`config.mk`:
```
export PLATFORM = sky130hd
export DESIGN_NAME = csa_accum_tree_flat
export DESIGN_NICKNAME = d
export VERILOG_FILES = /design/src/rtl/csa_pkg.sv /design/src/rtl/csa_accum_tree_if.sv /design/src/rtl/csa_3to2.sv /design/src/rtl/csa_accum_tree.sv /design/src/flat_wrapper.sv
export SDC_FILE = /design/constraint.sdc
export NUM_CORES = 1
export LEC_CHECK = 0
export CELL_PAD_IN_SITES_DETAIL_PLACEMENT = 1
export CELL_PAD_IN_SITES_GLOBAL_PLACEMENT = 1
export CORE_MARGIN = 1.5
export CORE_UTILIZATION = 25
export DETAILED_ROUTE_END_ITERATION = 10
export PLACE_DENSITY_LB_ADDON = 0.2
export SETUP_SLACK_MARGIN = 0.3
export SLEW_MARGIN = 20
export SYNTH_ARGS = -nofsm -noshare
export SYNTH_HDL_FRONTEND = slang
export SYNTH_SLANG_ARGS = --single-unit
```
`constraint.sdc`:
```
create_clock -name clk -period 4.93 [get_ports clk]
set_input_delay 0.986 -clock clk [delete_from_list [all_inputs] [get_ports clk]]
set_output_delay 0.986 -clock clk [all_outputs]
set_load 0.01 [all_outputs]
```
`src/rtl/csa_pkg.sv`:
```
// Shared sizing helpers for the carry-save accumulation tree.
// Row counts per 3:2 level, number of levels and result width.
package csa_pkg;

  // Rows remaining after lvl levels of 3:2 compression starting from n rows.
  function automatic int unsigned csa_rows(input int unsigned n, input int unsigned lvl);
    int unsigned r;
    r = n;
    for (int unsigned i = 0; i < lvl; i++) begin
      r = 2 * (r / 3) + (r % 3);
    end
    return r;
  endfunction

  function automatic int unsigned csa_levels(input int unsigned n);
    int unsigned r;
    int unsigned l;
    r = n;
    l = 0;
    while (r > 2) begin
      r = 2 * (r / 3) + (r % 3);
      l++;
    end
    return l;
  endfunction

  function automatic int unsigned csa_ow(input int unsigned n, input int unsigned w,
                                         input int unsigned acc_bits);
    return w + int'($clog2(n)) + acc_bits;
  endfunction

endpackage

```
`src/rtl/csa_accum_tree_if.sv`:
```
// Beat input / packet result bundle for csa_accum_tree.
interface csa_accum_tree_if #(
  parameter int unsigned N  = 5,
  parameter int unsigned W  = 4,
  parameter int unsigned OW = 15
);
  logic          in_valid;
  logic          in_last;
  logic [N*W-1:0] in_data;
  logic          out_valid;
  logic [OW-1:0] out_sum;
  logic          out_ovf;

  modport master (
    output in_valid, in_last, in_data,
    input  out_valid, out_sum, out_ovf
  );

  modport slave (
    input  in_valid, in_last, in_data,
    output out_valid, out_sum, out_ovf
  );
endinterface

```
`src/rtl/csa_3to2.sv`:
```
// Combinational 3:2 carry-save compressor; carry is pre-shifted by one
// position and truncated so both outputs share the input width.
module csa_3to2 #(
  parameter int unsigned WIDTH = 8
) (
  input  logic [WIDTH-1:0] a,
  input  logic [WIDTH-1:0] b,
  input  logic [WIDTH-1:0] c,
  output logic [WIDTH-1:0] sum,
  output logic [WIDTH-1:0] carry
);
  logic [WIDTH-1:0] maj;

  always_comb begin
    maj   = (a & b) | (a & c) | (b & c);
    sum   = a ^ b ^ c;
    carry = WIDTH'({maj, 1'b0});
  end
endmodule

```
`src/rtl/csa_accum_tree.sv`:
```
// Pipelined N-operand carry-save reduction tree with a final CPA that
// accumulates beat sums into a packet result closed by in_last.
module csa_accum_tree
  import csa_pkg::*;
#(
  parameter int unsigned N        = 5,
  parameter int unsigned W        = 4,
  parameter int unsigned SIGNED   = 0,
  parameter int unsigned ACC_BITS = 8
) (
  input logic             clk,
  input logic             rst,
  csa_accum_tree_if.slave bus
);
  localparam int unsigned OW = csa_ow(N, W, ACC_BITS);
  localparam int unsigned L  = csa_levels(N);
  localparam int unsigned NR = (N < 2) ? 2 : N;
  localparam int unsigned CW = ACC_BITS + 1;
  localparam logic [CW-1:0] CNT_LIM = CW'(1) << ACC_BITS;
  localparam logic [CW-1:0] CNT_MAX = '1;

  // Level 0 holds the extended operands; level k holds the rows after k 3:2 stages.
  logic [OW-1:0] rows_d [L+1][NR];
  logic [OW-1:0] rows_q [L+1][NR];
  logic [L:0]    valid_q;
  logic [L:0]    last_q;

  logic [OW-1:0] acc_q;
  logic [OW-1:0] cpa;
  logic [OW-1:0] acc_nxt;
  logic [CW-1:0] cnt_q;
  logic [CW-1:0] cnt_nxt;
  logic          first_q;

  for (genvar k = 0; k < NR; k++) begin : g_ext
    if (k < N) begin : g_op
      logic [W-1:0] op;
      assign op = bus.in_data[k*W +: W];
      if (SIGNED != 0) begin : g_sext
        assign rows_d[0][k] = OW'($signed(op));
      end else begin : g_zext
        assign rows_d[0][k] = OW'(op);
      end
    end else begin : g_pad
      assign rows_d[0][k] = '0;
    end
  end

  // Each level compresses full triples and forwards the leftover rows unchanged.
  for (genvar lv = 1; lv <= L; lv++) begin : g_lvl
    localparam int unsigned RIN = csa_rows(N, lv - 1);
    localparam int unsigned G   = RIN / 3;
    localparam int unsigned REM = RIN % 3;

    for (genvar g = 0; g < G; g++) begin : g_csa
      csa_3to2 #(.WIDTH(OW)) u_csa (
        .a    (rows_q[lv-1][3*g]),
        .b    (rows_q[lv-1][3*g+1]),
        .c    (rows_q[lv-1][3*g+2]),
        .sum  (rows_d[lv][2*g]),
        .carry(rows_d[lv][2*g+1])
      );
    end

    for (genvar k = 2 * G; k < NR; k++) begin : g_fill
      if (k < 2 * G + REM) begin : g_pass
        assign rows_d[lv][k] = rows_q[lv-1][k+G];
      end else begin : g_zero
        assign rows_d[lv][k] = '0;
      end
    end
  end

  // A packet's first beat loads the accumulator instead of adding to it.
  always_comb begin
    cpa     = rows_q[L][0] + rows_q[L][1];
    acc_nxt = cpa;
    cnt_nxt = CW'(1);
    if (!first_q) begin
      acc_nxt = acc_q + cpa;
      cnt_nxt = (cnt_q == CNT_MAX) ? cnt_q : cnt_q + CW'(1);
    end
  end

  always_ff @(posedge clk) begin
    if (rst) begin
      rows_q        <= '{default: '0};
      valid_q       <= '0;
      last_q        <= '0;
      acc_q         <= '0;
      cnt_q         <= '0;
      first_q       <= 1'b1;
      bus.out_valid <= 1'b0;
      bus.out_sum   <= '0;
      bus.out_ovf   <= 1'b0;
    end else begin
      rows_q     <= rows_d;
      valid_q[0] <= bus.in_valid;
      last_q[0]  <= bus.in_valid & bus.in_last;
      for (int unsigned i = 1; i <= L; i++) begin
        valid_q[i] <= valid_q[i-1];
        last_q[i]  <= last_q[i-1];
      end

      bus.out_valid <= valid_q[L] & last_q[L];
      // Bubbles leave accumulator, counter and packet-start flag untouched.
      if (valid_q[L]) begin
        acc_q   <= acc_nxt;
        cnt_q   <= cnt_nxt;
        first_q <= last_q[L];
        if (last_q[L]) begin
          bus.out_sum <= acc_nxt;
          bus.out_ovf <= (cnt_nxt > CNT_LIM);
        end
      end
    end
  end

endmodule

```
`src/flat_wrapper.sv`:
```
// flat-port wrapper written by rule: the top's interface ports become plain ports
module csa_accum_tree_flat import csa_pkg::*;
#(
  parameter int unsigned N        = 5,
  parameter int unsigned W        = 4,
  parameter int unsigned SIGNED   = 0,
  parameter int unsigned ACC_BITS = 8
)
  (clk, rst, bus_in_valid, bus_in_last, bus_in_data, bus_out_valid, bus_out_sum, bus_out_ovf);
  csa_accum_tree_if #(.N(N), .W(W), .OW(15)) bus_i ();
  input logic clk;
  input logic rst;
  input wire logic [$bits(bus_i.in_valid)-1:0] bus_in_valid;
  input wire logic [$bits(bus_i.in_last)-1:0] bus_in_last;
  input wire logic [$bits(bus_i.in_data)-1:0] bus_in_data;
  output wire logic [$bits(bus_i.out_valid)-1:0] bus_out_valid;
  output wire logic [$bits(bus_i.out_sum)-1:0] bus_out_sum;
  output wire logic [$bits(bus_i.out_ovf)-1:0] bus_out_ovf;
  assign bus_i.in_valid = bus_in_valid;
  assign bus_i.in_last = bus_in_last;
  assign bus_i.in_data = bus_in_data;
  assign bus_out_valid = bus_i.out_valid;
  assign bus_out_sum = bus_i.out_sum;
  assign bus_out_ovf = bus_i.out_ovf;
  csa_accum_tree #(.N(N), .W(W), .SIGNED(SIGNED), .ACC_BITS(ACC_BITS)) u_core (.clk(clk), .rst(rst), .bus(bus_i));
endmodule
```
* Word level (Yosys, flattened, before mapping)
Index checks and enable logic that the tools add are counted.
** Cells by class
- $add $sub $neg :: 3
- Magnitude comparators :: 1
- Equal/unequal tests :: 1
- Mux-type cells :: 3
- Bitwise operators :: 23
- Reduce and logical (&&, ||, !) cells :: 1
** Operators with widths (count)
- 14-bit bitwise AND :: 7
- 14-bit OR :: 6
- 15-bit XOR :: 4
- 15-bit adder :: 2
- 14-bit by 4-bit bitwise AND with 14-bit output :: 2
- 9-bit two-way mux :: 2
- 15-bit two-way mux :: 1
- 15-bit by 4-bit XOR with 15-bit output :: 1
- 9-bit by 1-bit adder with 9-bit output, second input constant :: 1
- 9-bit equality test, second input constant :: 1
- 9-bit > comparator, second input constant :: 1
- 4-bit XOR :: 1
- 1-bit bitwise AND :: 2
- 2-bit AND reduction :: 1
** Storage, ports and cells
- Register bits after elaboration :: 227
- Bits of input ports :: 24
- Output and inout bits :: 17
- Logic and storage cells :: 59

* Logic depth before layout (Yosys ltp)
Gate-level depths: netlist of the first run.
- Depth after elaboration :: 4
- Mapped depth :: 13
- Mapped depth without buffers :: 13

* By module
A second synthesis of the first run with hierarchy kept.
** Second synthesis, totals
- Cell total of the unflattened synthesis :: 719
- Area, all modules :: 7561.0 µm²
** Modules (own cells, without submodules)
- csa_accum_tree :: times used 1, cells each 668, area each 6615.1 µm², sequential area each 3443.3 µm²
- csa_3to2 :: times used 3, cells each 17, area each 315.3 µm², sequential area each 0.0 µm²

* Least setup slack after synthesis of the first run
Ideal clock, no wire load.
- Kind :: reg2reg
- From :: register u_core.rows_q[46] in the netlist's numbering
- To :: register u_core.acc_q[10]
- Library setup time :: 0.074 ns
- Data arrival time :: 2.721 ns
- Data required time :: 4.856 ns
- Setup slack :: 2.135 ns
- Cell stages (with the launch flop) :: 14
- Path buffers :: 0
- Clock period less this slack :: 2.795 ns
- Cell sequence :: dfxtp_1 > ha_1 > inv_1 > fa_1 > nor2b_1 > o21a_1 > nor2_1 > xnor2_1 > ha_1 > and3_1 > o21ai_1 > a21oi_1 > or3b_1 > a31oi_1
** Between the ends
- Longest elaborated chain between the ends :: 3
** Ends and longest elaborated chain
- start, declared :: RTL line csa_accum_tree.sv:24 : logic [OW-1:0] rows_q [L+1][NR];
- start signal, assigned :: RTL line csa_accum_tree.sv:97 : rows_q <= rows_d;
- 15-bit adder * :: RTL line csa_accum_tree.sv:76 : cpa = rows_q[L][0] + rows_q[L][1];
- 15-bit adder :: RTL line csa_accum_tree.sv:80 : acc_nxt = acc_q + cpa;
- 15-bit two-way mux * :: RTL line csa_accum_tree.sv:79 : if (!first_q) begin
- end signal, assigned :: RTL line csa_accum_tree.sv:108 : acc_q <= acc_nxt;
- end, declared :: RTL line csa_accum_tree.sv:28 : logic [OW-1:0] acc_q;
Mark *: on every way between the ends. The rest lies on a longest branch, timed or not.
A chain may end at the register's enable or synchronous reset.

* Worst setup path in the final report of the first run
- From :: register u_core.rows_q[46] in the netlist's numbering
- To :: register u_core.acc_q[12]
The elaborated chain is that of the path after synthesis.

==> summary.md, run 1 <==
| Metric | Value |
|---|---|
| Die H | `138 microns` |
| Fin crit share | `65.6%` |
| Part of the power in registers | `53.3%` |
| Worst path cell trace | `ha_1 > inv_1 > fa_1 > nor2b_1 > o21a_1 > nor2_1 > xnor2_1 > ha_1 > a21o_1 > o21ai_1 > a21oi_1 > or3b_1 > a31oi_1` |
| Drt pass-1 iters | `4` |
| Clock Power Share | `41.5%` |
| CTS Hold Buffers Added | `0` |
| Nets | `536` |
| IO buf count | `40` |
| Adder-Cell Fraction of Synth Area | `9.97%` |
| CTS root buf | `clkbuf_16` |
| Routability Congestion | `0.788` |
| Largest net degree at the start of global routing | `85` |
| Mapped cell area | `0.00454 sq mm` |
| Cell variety after synth | `59` |
| GRT overflow | `0` |
| Share of the synthesized area in the top cell type | `48.0%` |
| Final setup viols | `0` |
| Number of synthesized register bits | `109` |
| Core Area | `0.0179 sq mm` |
| Post-CTS Resized | `0` |
| CP max stage delay | `0.39 ns` |
| First-pass GRT wire length | `16,500 microns` |
| VDD IR max | `188 uV` |
| Pleak | `0.00204 uW` |
| Routed Antenna Nets | `0` |
| Startpoint types | `flip-flop` |
| Die span in x | `138 microns` |
| Crit end category | `flip-flop` |
| Clock latency on the worst-skew pair | `0.35 ns` |
| Hpwl dp | `7060 microns` |
| Antenna diodes | `0` |
| Synth Area in Compound Gates | `14.5%` |
| Post-synthesis cell count | `454` |
| Setup TNS | `0 ns` |
| Fraction of layout cells with a size suffix above 1 | `6.56%` |
| Worst-path clk slew | `0.07 ns` |
| Bufs and invs on worst path | `1` |
| Max-slew violations | `0` |
| Vias/cell | `4.58` |
| Worst slack, placed | `1.71 ns` |
| Minimum clock period | `3.23 ns` |
| Commonest non-fill, non-tap cell in the layout | `dfxtp_1` |
| Clock buffer depth | `2` |
| Global Route Usage Sum | `11.4%` |
| Min-Delay Path Class | `flip-flop to flip-flop` |
| XOR/XNOR Fraction of Synth Area | `2.70%` |
| # DRC | `0` |
| Cts bufs inserted | `9` |
| Post-Syn Nets | `507` |
| Die footprint | `0.0190 sq mm` |
| Internal | `1320 uW` |
| Status | `finished, final reports clean` |
| Logic pwr share | `5.2%` |
| Top FF cell, synth | `dfxtp_1` |
| Setup WS post-layout | `1.70 ns` |
| Vias | `3,285` |
| Main combinational cell family by area after synthesis | `simple AND/OR/NAND/NOR gates` |
| Final WL | `9900 microns` |
| Syn-to-layout area delta | `19.7%` |
| Worst Path Required | `5.20 ns` |
| Multiplexer area fraction after synthesis | `1.32%` |
| Final Hold Fails | `0` |
| # clock sinks | `109` |
| Critical-path maximum fanout | `4` |
| Critical-path top delay cell | `fa_1` |
| Dpl cell area | `0.00514 sq mm` |
| # Post-CTS Setup Buffers | `0` |
| Top-Level Pins | `41` |
| Final Instance Area | `0.00544 sq mm` |
| Post-synth top area cell | `dfxtp_1` |
| Fmax | `309 MHz` |
| WL/cell | `13.8 microns` |
| Sw frac | `23.2%` |
| Crit path arrival time | `3.51 ns` |
| Commonest non-fill, non-tap cells in the layout | `dfxtp_1 (109), nor2b_1 (67), nand2_1 (39), clkdlybuf4s50_1 (39), nor2_1 (24)` |
| Cell repeated most along the worst path | `ha_1` |
| Tightest Pin Transition | `0.839 ns` |
| Post-synthesis area per instance | `10.0 sq um` |
| Post-synth ARST share | `0%` |
| Starting Density | `25.4%` |
| EDFF count, synth | `0` |
| Max-Slew Margin vs Limit | `44.1%` |
| Synth top area cells | `dfxtp_1 (48%), nor2b_1 (9.2%), fa_1 (5.3%), ha_1 (4.7%), nand2_1 (3.2%)` |
| Initial antenna violation count | `0` |
| Simple-Gate Fraction of Synth Area | `20.4%` |
| CTS tree | `built` |
| Power Dens Cells | `317 mW/mm^2` |
| Seq/Total Area, Yosys | `48.0%` |
| CTS H-Tree Depth | `3` |
| Crit Path Class | `flip-flop to flip-flop` |
| Placement row count | `49` |
| Switching pwr | `401 uW` |
| Total number of yosys warnings | `0` |
| Initial drt markers | `106` |
| Delay-heaviest family, CP | `compound AO/OA/AOI/OAI gates` |
| Final clock skew | `0.00750 ns` |
| Max cap viols | `0` |
| RSZ-0062 raised after global routing | `false` |
| Vias in the first global route | `3,388` |
| Final Core Density | `30.4%` |
==> worst paths after layout <==
kind	slack, ns	cells past startpoint	startpoint	end
min	0.44	1	u_core.valid_q[0]	u_core.valid_q[1]
min reg2reg	0.44	1	u_core.valid_q[0]	u_core.valid_q[1]
max reg2reg	1.70	13	u_core.rows_q[46]	u_core.acc_q[12]
max	1.70	13	u_core.rows_q[46]	u_core.acc_q[12]
==> state kept, by name, summed over array words and instances (netlist names) <==
register	cells
u_core.cnt_q	9
u_core.bus.out_valid	1
u_core.bus.out_ovf	1
u_core.bus.out_sum	15
u_core.first_q	1
u_core.rows_q	47
u_core.rows_d	12
u_core.acc_q	15
u_core.last_q	4
u_core.valid_q	4
==> metal layers <==
metal | GRT usage (%) | vias up | part of all wire, %
li1 | - | 1633 | -
met1 | 12.5 | 1596 | 44
met2 | 21.3 | 43 | 51
met3 | 3.24 | 13 | 3.4
met4 | 3.65 | 0 | 1.5
met5 | 0 | - | 0
==> logic make-up after synthesis <==
logic type               Yosys count
AO/OA/AOI/OAI                     89
XOR/XNOR                          14
adder cells (fa/ha/maj)           29
buffers and inverters             34
flip-flops                       109
multiplexers                       6
AND/OR/NAND/NOR                  173
==> Yosys cell counts (all sizes together), types with 3 or more instances <==
cell type / n
inv: 9
nor2: 24
a211o: 5
and2: 3
buf: 8
mux2i: 6
dfxtp: 109
nand3: 13
ha: 17
nor3: 5
a21o: 5
a211oi: 9
fa: 12
xnor2: 12
a21oi: 12
o21a: 3
nand2: 39
clkbuf: 17
o21ai: 19
a22oi: 3
nor2b: 67
nand4: 9
and3: 4
a31oi: 10
o2111ai: 3
==> layout make-up <==
type	count	area [sq um]
well taps	229	287
flip-flops and latches	109	2180
clock buffers	11	243
fillers	2009	12500
clock inverters	5	48.8
inverters	9	33.8
multi-input cells	311	2220
repair buffers	43	418
==> metrics by stage <==
step	power, uW	instances	hold WS, ns
5_1_grt	1820	717	0.460
3_3_place_gp	1030	701	0.420
3_5_place_dp	1030	701	0.426
4_1_cts	1760	717	0.444
2_1_floorplan	996	454	0.414
6_report	1730	717	0.438
==> power groups by stage <==
stage          clock network (uW)  registers, uW  logic (uW)
2_1_floorplan                   0            937        58.4
5_1_grt                       791            924         104
3_5_place_dp                    0            942        93.0
6_report                      715            920        90.1
3_3_place_gp                    0            941        90.7
4_1_cts                       750            921        93.8
==> worst reg2reg max path: cells and delay by family (launching register included) <==
kind	cells	cell delay (ns)
AO/OA/AOI/OAI	5	0.95
XOR/XNOR	1	0.36
adder cells (fa/ha/maj)	3	0.92
buffers and inverters	1	0.06
flip-flops	1	0.31
AND/OR/NAND/NOR	3	0.56
Power figures use the tool's default switching activity.
==> run 2: changes to the inputs <==
==> constraint.sdc (replaced) <==
create_clock -name clk -period 3.3 [get_ports clk]
set_input_delay 0.66 -clock clk [delete_from_list [all_inputs] [get_ports clk]]
set_output_delay 0.66 -clock clk [all_outputs]
set_load 0.01 [all_outputs]
==> run 2 against run 1 <==
Against the previous run: clock skew increased by 0.00069 ns; clock-buffer cell count decreased by 2; routed wire length increased by 2.0%; design area increased by 3.0%; combinational power increased by 53%; flip-flop and latch count unchanged; utilization increased by 0.90 points; largest cell class unchanged.
==> summary.md, run 2 (synthesis results as in run 1) <==
| Metric | Value |
|---|---|
| # clock sinks | `109 (unchanged)` |
| Cell repeated most along the worst path | `ha_4 (was ha_1)` |
| Final WL | `10,100 microns (was 9900 microns)` |
| Routability Congestion | `0.775 (was 0.788)` |
| Cts bufs inserted | `9 (unchanged)` |
| Antenna diodes | `0 (unchanged)` |
| CTS H-Tree Depth | `3 (unchanged)` |
| Max-Slew Margin vs Limit | `42.6% (was 44.1%)` |
| Vias/cell | `4.51 (was 4.58)` |
| Final Instance Area | `0.00560 sq mm (was 0.00544 sq mm)` |
| Crit end category | `flip-flop (unchanged)` |
| Largest net degree at the start of global routing | `85 (unchanged)` |
| Initial antenna violation count | `0 (unchanged)` |
| FILL cells | `2,028 (was 2,009)` |
| Drt pass-1 iters | `5 (was 4)` |
| CTS root buf | `clkbuf_16 (unchanged)` |
| Die H | `138 microns (unchanged)` |
| Min-Delay Path Class | `flip-flop to flip-flop (unchanged)` |
| Critical-path maximum fanout | `4 (unchanged)` |
| Starting Density | `25.4% (unchanged)` |
| Routed Antenna Nets | `0 (unchanged)` |
| CP max stage delay | `0.39 ns (about the same)` |
| VDD IR max | `288 uV (was 188 uV)` |
| Clock latency on the worst-skew pair | `0.36 ns (was 0.35 ns)` |
| Max cap viols | `0 (unchanged)` |
| Hpwl dp | `6950 microns (was 7060 microns)` |
| Top Registers | `u_core.rows_q (47), u_core.acc_q (15), u_core.bus.out_sum (15) (unchanged)` |
| Top-Level Pins | `41 (unchanged)` |
| Die span in x | `138 microns (unchanged)` |
| Crit path launch | `u_core.rows_q[46] (unchanged)` |
| Critical-path top delay cell | `or3b_1 (was fa_1)` |
| Syn-to-layout area delta | `23.2% (was 19.7%)` |
| GRT overflow | `0 (unchanged)` |
| CTS tree | `built (unchanged)` |
| IO buf count | `40 (unchanged)` |
| Initial drt markers | `102 (was 106)` |
| First-pass GRT wire length | `16,900 microns (was 16,500 microns)` |
| Vias in the first global route | `3,437 (was 3,388)` |
| Placement row count | `49 (unchanged)` |
| Final Hold Fails | `0 (unchanged)` |
| Nets | `541 (was 536)` |
| Hold_sp | `u_core.last_q[0] (was u_core.valid_q[0])` |
| Worst-path clk slew | `0.08 ns (was 0.07 ns)` |
| Most flop-heavy register | `u_core.rows_q (unchanged)` |
| Final clock skew | `0.00819 ns (was 0.00750 ns)` |
| Tightest Pin Transition | `0.861 ns (was 0.839 ns)` |
| Max-slew violations | `0 (unchanged)` |
| Crit Path Class | `flip-flop to flip-flop (unchanged)` |
| Vias | `3,257 (was 3,285)` |
| RSZ-0062 raised after global routing | `false (unchanged)` |
| Pleak | `0.00207 uW (was 0.00204 uW)` |
| Commonest non-fill, non-tap cell in the layout | `dfxtp_1 (unchanged)` |
| Crit path arrival time | `3.14 ns (was 3.51 ns)` |
| Startpoint types | `flip-flop (unchanged)` |
| Worst Path Required | `3.58 ns (was 5.20 ns)` |
| Worst Hold Margin | `0.440 ns (was 0.438 ns)` |
| Status | `finished, final reports clean (unchanged)` |
| # DRC | `0 (unchanged)` |
| Dpl cell area | `0.00515 sq mm (was 0.00514 sq mm)` |
| CTS Hold Buffers Added | `0 (unchanged)` |
| Fmax | `350 MHz (was 309 MHz)` |
| Core Area | `0.0179 sq mm (unchanged)` |
| Worst path cell trace | `ha_4 > inv_1 > fa_2 > nor2b_2 > o21a_1 > nor2_2 > xnor2_4 > ha_4 > a21o_1 > o21ai_4 > a21oi_2 > or3b_1 > a31oi_1 (was ha_1 > inv_1 > fa_1 > nor2b_1 > o21a_1 > nor2_1 > xnor2_1 > ha_1 > a21o_1 > o21ai_1 > a21oi_1 > or3b_1 > a31oi_1)` |
| Die footprint | `0.0190 sq mm (unchanged)` |
| Final setup viols | `0 (unchanged)` |
| Global Route Usage Sum | `11.6% (was 11.4%)` |
| Critical R2R Launch | `u_core.rows_q[46] (unchanged)` |
| Clock buffer depth | `2 (unchanged)` |
| Setup TNS | `0 ns (unchanged)` |
| WL/cell | `14.0 microns (was 13.8 microns)` |
| Power Dens Cells | `463 mW/mm^2 (was 317 mW/mm^2)` |
| Fin crit share | `86.6% (was 65.6%)` |
| Fraction of layout cells with a size suffix above 1 | `11.2% (was 6.56%)` |
| Minimum clock period | `2.86 ns (was 3.23 ns)` |
| Max reg flops | `47 (unchanged)` |
| Commonest non-fill, non-tap cells in the layout | `dfxtp_1 (107), nor2b_1 (66), nand2_1 (39), clkdlybuf4s50_1 (39), nor2_1 (23) (was dfxtp_1 (109), nor2b_1 (67), nand2_1 (39), clkdlybuf4s50_1 (39), nor2_1 (24))` |
## run 2: area by class of cell
type	count	area, sq um	area share, %
Multi-Input combinational cell	311	2340	41.9
Sequential cell	109	2180	39.0
Timing Repair Buffer	48	455	8.14
Tap cell	229	287	5.12
Clock buffer	9	225	4.02
Clock inverter	7	68.8	1.23
Inverter	9	33.8	0.604
## run 2: per-layer routing
| metal | track usage [%] | vias to the layer above | routed length, microns |
|---|---|---|---|
| li1 | - | 1641 | - |
| met1 | 13.2 | 1564 | 4440 |
| met2 | 20.6 | 44 | 5090 |
| met3 | 3.79 | 8 | 408 |
| met4 | 3.53 | 0 | 153 |
| met5 | 0 | - | 0 |
## run 2: critical path: cells and delay by family, from the launching register on
kind	cells	cell delay, ns
compound gates	5	0.82
fa+ha+maj	3	0.75
simple gates	3	0.57
flops	1	0.34
xor+xnor	1	0.24
buf+inv	1	0.05
## run 2: where the power goes
part | switching, uW | internal (uW) | total [uW]
Clock | 543 | 533 | 1080
Sequential | 20.6 | 1360 | 1380
Combinational | 64.1 | 74.0 | 138
## run 2: worst paths after layout
check                                   endpoint  slack [ns]  depth (start not counted)
worst max register to register  u_core.acc_q[12]        0.44                         13
worst max-delay path            u_core.acc_q[12]        0.44                         13
worst min register to register  u_core.last_q[1]        0.44                          1
worst min-delay path            u_core.last_q[1]        0.44                          1
## run 2: timing repair
action / CTS / global route
buffers inserted: 1 / 3
resized for setup: 2 / 21
pin swaps: 1 / 13
setup endpoints to repair: 10 / 14
## run 2: through the flow
| step | setup WS (ns) | total power (uW) | cells | utilization (%) |
|---|---|---|---|---|
| 2_1_floorplan | 0.505 | 1490 | 454 | - |
| 5_1_grt | 0.278 | 2720 | 722 | 31.3 |
| 3_5_place_dp | 0.0411 | 1550 | 702 | 28.8 |
| 3_3_place_gp | 0.231 | 1540 | 702 | 28.8 |
| 4_1_cts | 0.275 | 2640 | 719 | 30.5 |
| 6_report | 0.443 | 2590 | 722 | 31.3 |
==> run 3: changes to the inputs <==
--- a/config.mk
+++ b/config.mk
@@ -5,6 +5,7 @@
 export SDC_FILE = /design/constraint.sdc
 export NUM_CORES = 1
 export LEC_CHECK = 0
+export ABC_CLOCK_PERIOD_IN_PS = 3300
 export CELL_PAD_IN_SITES_DETAIL_PLACEMENT = 1
 export CELL_PAD_IN_SITES_GLOBAL_PLACEMENT = 1
 export CORE_MARGIN = 1.5
==> results of run 3 <==
Final layout, timing and power as in run 2 (identical DEF).
